### config.mk
export PLATFORM = sky130hd
export DESIGN_NAME = spike_index_encoder
export DESIGN_NICKNAME = d
export VERILOG_FILES = /design/src/rtl/spike_index_encoder.sv
export SDC_FILE = /design/constraint.sdc
export NUM_CORES = 1
export LEC_CHECK = 0
export BUFFER_PORTS_ARGS = -buffer_cell sky130_fd_sc_hd__buf_4
export CAP_MARGIN = 20
export CORE_MARGIN = 2
export CORE_UTILIZATION = 65
export CTS_CLUSTER_DIAMETER = 50
export CTS_CLUSTER_SIZE = 8
export DETAILED_ROUTE_END_ITERATION = 16
export PLACE_DENSITY = 0.87
export SLEW_MARGIN = 20
export SYNTH_ARGS = -nofsm -noshare
export SYNTH_HDL_FRONTEND = slang
export SYNTH_SLANG_ARGS = --single-unit
### constraint.sdc
create_clock -name iClk -period 5.6 [get_ports iClk]
set_clock_uncertainty 0.2 [all_clocks]
set_input_delay 0.28 -clock iClk [delete_from_list [all_inputs] [get_ports iClk]]
set_output_delay 0.28 -clock iClk [all_outputs]
set_load 0.01 [all_outputs]
### src/rtl/spike_index_encoder.sv
// Serialises the set-bit indices of one WIDTH-bit spike vector, LSB first, one per beat.
// Latency: first beat valid one cycle after the vector handshake; one IDLE cycle between frames.
// Backpressure: a stalled beat holds index/flags and all state; oReady depends only on state.
module spike_index_encoder #(
  parameter int WIDTH = 32,
  localparam int IW = $clog2(WIDTH)
) (
  input  logic             iClk,
  input  logic             iRst,
  input  logic             iValid,
  output logic             oReady,
  input  logic [WIDTH-1:0] iData,
  output logic             oValid,
  input  logic             iReady,
  output logic [IW-1:0]    oIndex,
  output logic             oLast,
  output logic             oNone
);

  typedef enum logic {IDLE = 1'b0, SCAN = 1'b1} state_t;

  state_t           state, state_nxt;
  logic [WIDTH-1:0] r;
  logic [IW:0]      b;
  logic             nz;

  logic [IW-1:0]    tz;
  logic [WIDTH-1:0] norm;
  logic [IW:0]      sum;
  logic             last;
  logic             accept;

  function automatic logic [WIDTH-1:0] low_mask(input int s);
    low_mask = {WIDTH{1'b1}} >> (WIDTH - (1 << s));
  endfunction

  // Logarithmic normaliser: each stage strips 2^s zero LSBs and sets bit s of the count.
  always_comb begin
    norm = r;
    tz   = '0;
    for (int s = IW - 1; s >= 0; s--) begin
      if ((norm & low_mask(s)) == '0) begin
        norm  = norm >> (1 << s);
        tz[s] = 1'b1;
      end
    end
  end

  assign sum  = b + {1'b0, tz};
  assign last = (norm >> 1) == '0;

  always_ff @(posedge iClk or posedge iRst) begin
    if (iRst) state <= IDLE;
    else      state <= state_nxt;
  end

  always_comb begin
    state_nxt = state;
    oReady    = 1'b0;
    oValid    = 1'b0;
    oIndex    = '0;
    oLast     = 1'b0;
    oNone     = 1'b0;
    accept    = 1'b0;
    case (state)
      IDLE: begin
        oReady = 1'b1;
        if (iValid) state_nxt = SCAN;
      end
      SCAN: begin
        oValid = 1'b1;
        oNone  = ~nz;
        // An empty frame still emits a single dummy beat at index 0.
        oLast  = ~nz | last;
        oIndex = nz ? sum[IW-1:0] : '0;
        accept = iReady;
        if (iReady && (~nz | last)) state_nxt = IDLE;
      end
      default: state_nxt = IDLE;
    endcase
  end

  always_ff @(posedge iClk or posedge iRst) begin
    if (iRst) begin
      r  <= '0;
      b  <= '0;
      nz <= 1'b0;
    end else if (state == IDLE && iValid) begin
      r  <= iData;
      b  <= '0;
      nz <= |iData;
    end else if (accept) begin
      r  <= norm >> 1;
      b  <= sum + (IW + 1)'(1);
    end
  end

endmodule

After elaboration in Yosys (flattened, before gate mapping)
Index checks and enable logic that the tools add are counted.
- reduce and logical (&&, ||, !) cells: 10
- bitwise logic cells: 3
- muxes and demuxes: 24
- add/subtract/negate cells: 2
- operators by type and width (kind ; count):
    2-to-1 mux 32 bit ; 7
    zero test 32 bit ; 6
    OR reduction 32 bit ; 1
    2-to-1 mux 1 bit ; 12
    2-to-1 mux 6 bit ; 2
    2-to-1 mux 5 bit ; 2
    adder 6 x 1 -> 6 bit (second input constant) ; 1
    adder 6 x 5 -> 6 bit ; 1
    logical AND 1 bit ; 2
    NOT 1 bit ; 2
    one-hot mux 1 bit (2 select lines) ; 1
    nonzero test 2 bit ; 1
    OR 1 bit ; 1
- flip-flop bits (word level): 40
- input port bits: 36
- output and inout port bits: 9
- word-level logic and storage cells: 43

Longest topological paths before layout
- word-level depth: 15
- gate-level depth with buffers: 15
- depth with buffers taken out: 14

Worst setup path before layout
OpenSTA, ideal clock, no wires.
- path type: register to output
- from: reg r[12]
- to: out oIndex[4]
- slack: 1741 ps
- path buffers: 3
- data required time: 5120 ps
- cell stages (with the launch flop): 15
- data arrival time: 3379 ps
- cell sequence: dfrtp_1 -> nor4_2 -> nand4_2 -> clkbuf_1 -> o21ai_0 -> a21oi_1 -> o21ai_2 -> buf_2 -> clkbuf_1 -> xnor2_1 -> ha_1 -> a21oi_1 -> o21ai_0 -> xnor2_1 -> nor2_1
- cells in the longest elaborated chain, start to end: 13
- elaborated cells on any way between the ends: 17
- those cells by class: 1 x add/sub; 11 x mux; 5 x reduce/logical
- RTL lines (item ; line ; RTL):
    start: declaration ; 23 ; logic [WIDTH-1:0] r;
    start signal: assignment ; 89 ; r <= iData;
    start signal: assignment ; 93 ; r <= norm >> 1;
    zero test 32 bit ; 42 ; if ((norm & low_mask(s)) == '0) begin
    2-to-1 mux 32 bit ; 42 ;
    zero test 32 bit ; 42 ;
    2-to-1 mux 32 bit ; 42 ;
    zero test 32 bit ; 42 ;
    2-to-1 mux 32 bit ; 42 ;
    zero test 32 bit ; 42 ;
    2-to-1 mux 32 bit ; 42 ;
    zero test 32 bit ; 42 ;
    2-to-1 mux 1 bit ; 42 ;
    adder 6 x 5 -> 6 bit * ; 49 ; assign sum = b + {1'b0, tz};
    2-to-1 mux 5 bit * ; 75 ; oIndex = nz ? sum[IW-1:0] : '0;
    2-to-1 mux 5 bit * ; 65 ; case (state)
    end: declaration ; 15 ; output logic [IW-1:0] oIndex,
Every way passes the cells marked *; elsewhere a longest branch is shown, timed or not.

Worst setup path in the final report
- from: reg r[0]
- to: out oLast
- cells in the longest elaborated chain, start to end: 13
- RTL lines (item ; line ; RTL):
    zero test 32 bit ; 42 ;
    2-to-1 mux 32 bit * ; 42 ;
    zero test 32 bit ; 42 ;
    2-to-1 mux 32 bit * ; 42 ;
    zero test 32 bit ; 42 ;
    2-to-1 mux 32 bit * ; 42 ;
    zero test 32 bit ; 42 ;
    2-to-1 mux 32 bit * ; 42 ;
    zero test 32 bit ; 42 ;
    2-to-1 mux 32 bit * ; 42 ;
    zero test 32 bit * ; 50 ; assign last = (norm >> 1) == '0;
    OR 1 bit * ; 74 ; oLast = ~nz | last;
    2-to-1 mux 1 bit * ; 65 ;
    end: declaration ; 16 ; output logic oLast,
Marked as above.

==> qor.csv <==
metric;value;unit
area_growth;10.7;%
worst_pin_slew;1.02;ns
cts_made_buffers;5;
fin_cells;688;
crit_slowest_cell;nor4_4;
met1_usage;0.584;
relSlewSlack;0.313;
nNetsFinal;650;
layout-drive-gt1-share;0.173;
ys.warnings.count;0;
cts_tree;built;
critPathKind;register to output port;
p_leak;1.91;nW
core-area;6420;sq um
dpl.cell_count;678;
clk_pin_slew;0.08;ns
hold_viol;0;
max_cap_viol_count;0;
dp_hpwl;11.7;mm
synth-main-ff-cell;dfrtp_1;
endpoint_kind;output port;
ant_nets;0;
vdd_drop_max;0.000457;V
routed_via_density;7.74;
cts_root_buffer;clkbuf_8;
drt-pass1-iter-count;11;
initial_core_util;0.680;
die_x;86.0;microns
max_freq;183;MHz
powerDensity;729;nW/um^2
fin_area;4840;sq um
synth_edf_count;0;
dp_slack;0.601;ns
grt_pass1_vias;4880;
arrival;5.00;ns
drc;0;
antenna_found_initial;0;
wirelength;16.3;mm
fillCellCount;496;
finalPower;0.00352;W
period_needed;5.48;ns
num_vias;5326;
worstPathCellList;nor4_4 -> nand4_2 -> mux2_2 -> nand3_2 -> inv_2 -> o21ai_0 -> o211ai_1 -> nand3_1 -> a211o_1 -> nor4_2 -> nand4_1 -> a21oi_1 -> buf_4;
setup_viol;0;
clock-sinks;39;
synth_cell_types;81;
routedWlPerCell;23.7;microns
insertion_delay;0.30;ns
holdCritPathClass;primary input to register;
gp_congestion;1.28;
worst_slack;0.124;ns
crit_required;5.12;ns
drt_first_iter_violations;1145;
io_pins;45;
slew_viol_final;0;
synth_cells;591;
dpl_cell_area;4680;sq um
path_max_fanout;24;
ys_ff_latch;39;
max_stage_delay;0.63;ns
antenna_cells;0;
rsz0062_at_grt;no;
min_period_over_period;0.978;
syn_area_per_cell;7.39;sq um
row_count;29;
grt_pass1_wl;25.7;mm
async_reset_ff_frac;1.00;
grt_usage;0.445;
start_kind;register;
fp.dieArea;7390;sq um
gr-usage-met3;0.171;
die_h;86.0;microns
grt_overflow;0;
grt-busiest-layer;met2;
ys_seq_area_frac;0.223;
syn_nets;631;
htree_levels;2;
numPortBuffers;44;
status;complete, no violations;
setup_tns;0;ns
met2_usage;0.634;
netlist_area;4370;sq um
cts.path.max_buffers;2;
grt_max_degree;52;
worst paths after layout:
path                       cells past startpoint           endpoint  slack (ns)              from
min reg2reg                                    1   b[0]$_DFFE_PP0P_        0.32  b[0]$_DFFE_PP0P_
max in group asynchronous                      4  r[30]$_DFFE_PP0P_        4.37              iRst
max                                           13              oLast        0.12  r[0]$_DFFE_PP0P_
min in group asynchronous                      4  r[23]$_DFFE_PP0P_        0.48              iRst
min                                            3   r[9]$_DFFE_PP0P_       0.006          iData[9]
max reg2reg                                   12    state$_DFF_PP0_        0.67  r[0]$_DFFE_PP0P_
critical path, delay by kind of cell (launching register included):
family                 cells  cell delay (ns)
flip-flops                 1             0.48
buffers and inverters      2             0.59
AND/OR/NAND/NOR            6             1.93
AO/OA/AOI/OAI              4             1.21
multiplexers               1             0.47
power by group:
| part | switching, W | internal [W] |
|---|---|---|
| Sequential | 0.000329 | 0.000422 |
| Combinational | 0.00162 | 0.000898 |
| Clock | 0.000111 | 0.000144 |
repair_timing:
| item | 4_1_cts | 5_1_grt |
|---|---|---|
| endpoints found under the hold margin | 40 | 0 |
| gates resized for setup | 0 | 3 |
| endpoints found under the setup margin | 0 | 1 |
| setup buffers | 0 | 0 |
| hold buffers | 2 | 0 |
cells in the final DEF, fill, tap and decap left out, drive strengths merged, types with 3 or more instances in the layout:
cell type	synthesis	final
a211oi	23	23
ha	4	4
o21ai	45	45
dfrtp	39	39
nor3	9	9
mux2	11	11
a31oi	13	13
o31ai	6	6
o22ai	3	3
o211ai	7	7
a211o	3	3
nor4	19	19
mux4	3	3
and2	4	4
nand4	8	8
a22o	3	3
inv	7	7
nand3	16	16
mux2i	20	20
nor2	78	78
nor2b	4	4
or4	4	4
o32a	3	3
a21o	4	4
and3	6	6
buf	19	56
nand2	71	71
xnor2	7	7
a21boi	3	3
o21a	5	5
clkbuf	27	6
a21oi	79	79
kinds of logic after synthesis:
group                      Yosys count  share of synthesized area
buffers and inverters               53                     0.0538
muxes                               34                     0.0913
and+or+nand+nor                    229                      0.257
AOI/OAI and AO/OA                  224                      0.347
adders and majority gates            4                     0.0115
xor gates and xnor gates             8                     0.0160
DFF                                 39                      0.223
state kept, by name (all words and copies together), names as in the netlist:
name and count:
nz 1, b 5, r 32, state 1
layer usage:
layer / vias to the layer above / share of wire
met5: - / 0
met3: 156 / 0.17
li1: 2259 / -
met4: 0 / 0.078
met1: 2386 / 0.36
met2: 525 / 0.40
cell type report:
class	count	area, sq um	share of cell area
Timing Repair Buffer	58	440	0.0911
Multi-Input combinational cell	499	3180	0.657
Sequential cell	39	976	0.202
Clock inverter	2	35.0	0.00724
Tap cell	77	96.3	0.0199
Inverter	7	26.3	0.00543
Clock buffer	6	82.6	0.0171
synth_stat cells, types with 3 or more instances:
| cell | instances | area, sq um |
|---|---|---|
| mux4_2 | 3 | 67.6 |
| nor2_1 | 78 | 293 |
| buf_2 | 14 | 70.1 |
| o211ai_1 | 6 | 45.0 |
| inv_1 | 5 | 18.8 |
| o31ai_1 | 6 | 45.0 |
| nor3_1 | 9 | 45.0 |
| a21oi_1 | 78 | 390 |
| mux2_2 | 9 | 101 |
| nand4_1 | 7 | 43.8 |
| buf_4 | 3 | 22.5 |
| o21a_1 | 5 | 37.5 |
| or4_1 | 3 | 22.5 |
| o32a_1 | 3 | 30.0 |
| a211o_1 | 3 | 26.3 |
| nand3_1 | 15 | 75.1 |
| a31oi_1 | 12 | 75.1 |
| xnor2_1 | 7 | 61.3 |
| and3_1 | 6 | 37.5 |
| nand2_1 | 69 | 259 |
| a21o_1 | 4 | 30.0 |
| a21boi_0 | 3 | 22.5 |
| nor4_4 | 3 | 63.8 |
| dfrtp_1 | 39 | 976 |
| ha_1 | 4 | 50.1 |
| clkbuf_1 | 27 | 101 |
| o21ai_0 | 34 | 170 |
| o22ai_1 | 3 | 18.8 |
| o21ai_1 | 10 | 50.1 |
| nor2b_1 | 4 | 25.0 |
| nor4_1 | 14 | 87.6 |
| a211oi_1 | 21 | 158 |
| mux2i_1 | 19 | 190 |
| a22o_1 | 3 | 26.3 |
per-stage QoR:
step	hold slack, ns	utilization
4_1_cts	0.0103	0.750
6_report	0.00576	0.753
2_1_floorplan	0.195	-
3_5_place_dp	0.239	0.729
3_3_place_gp	0.226	0.729
5_1_grt	0.00530	0.753
(Power assumes the default switching activity.)
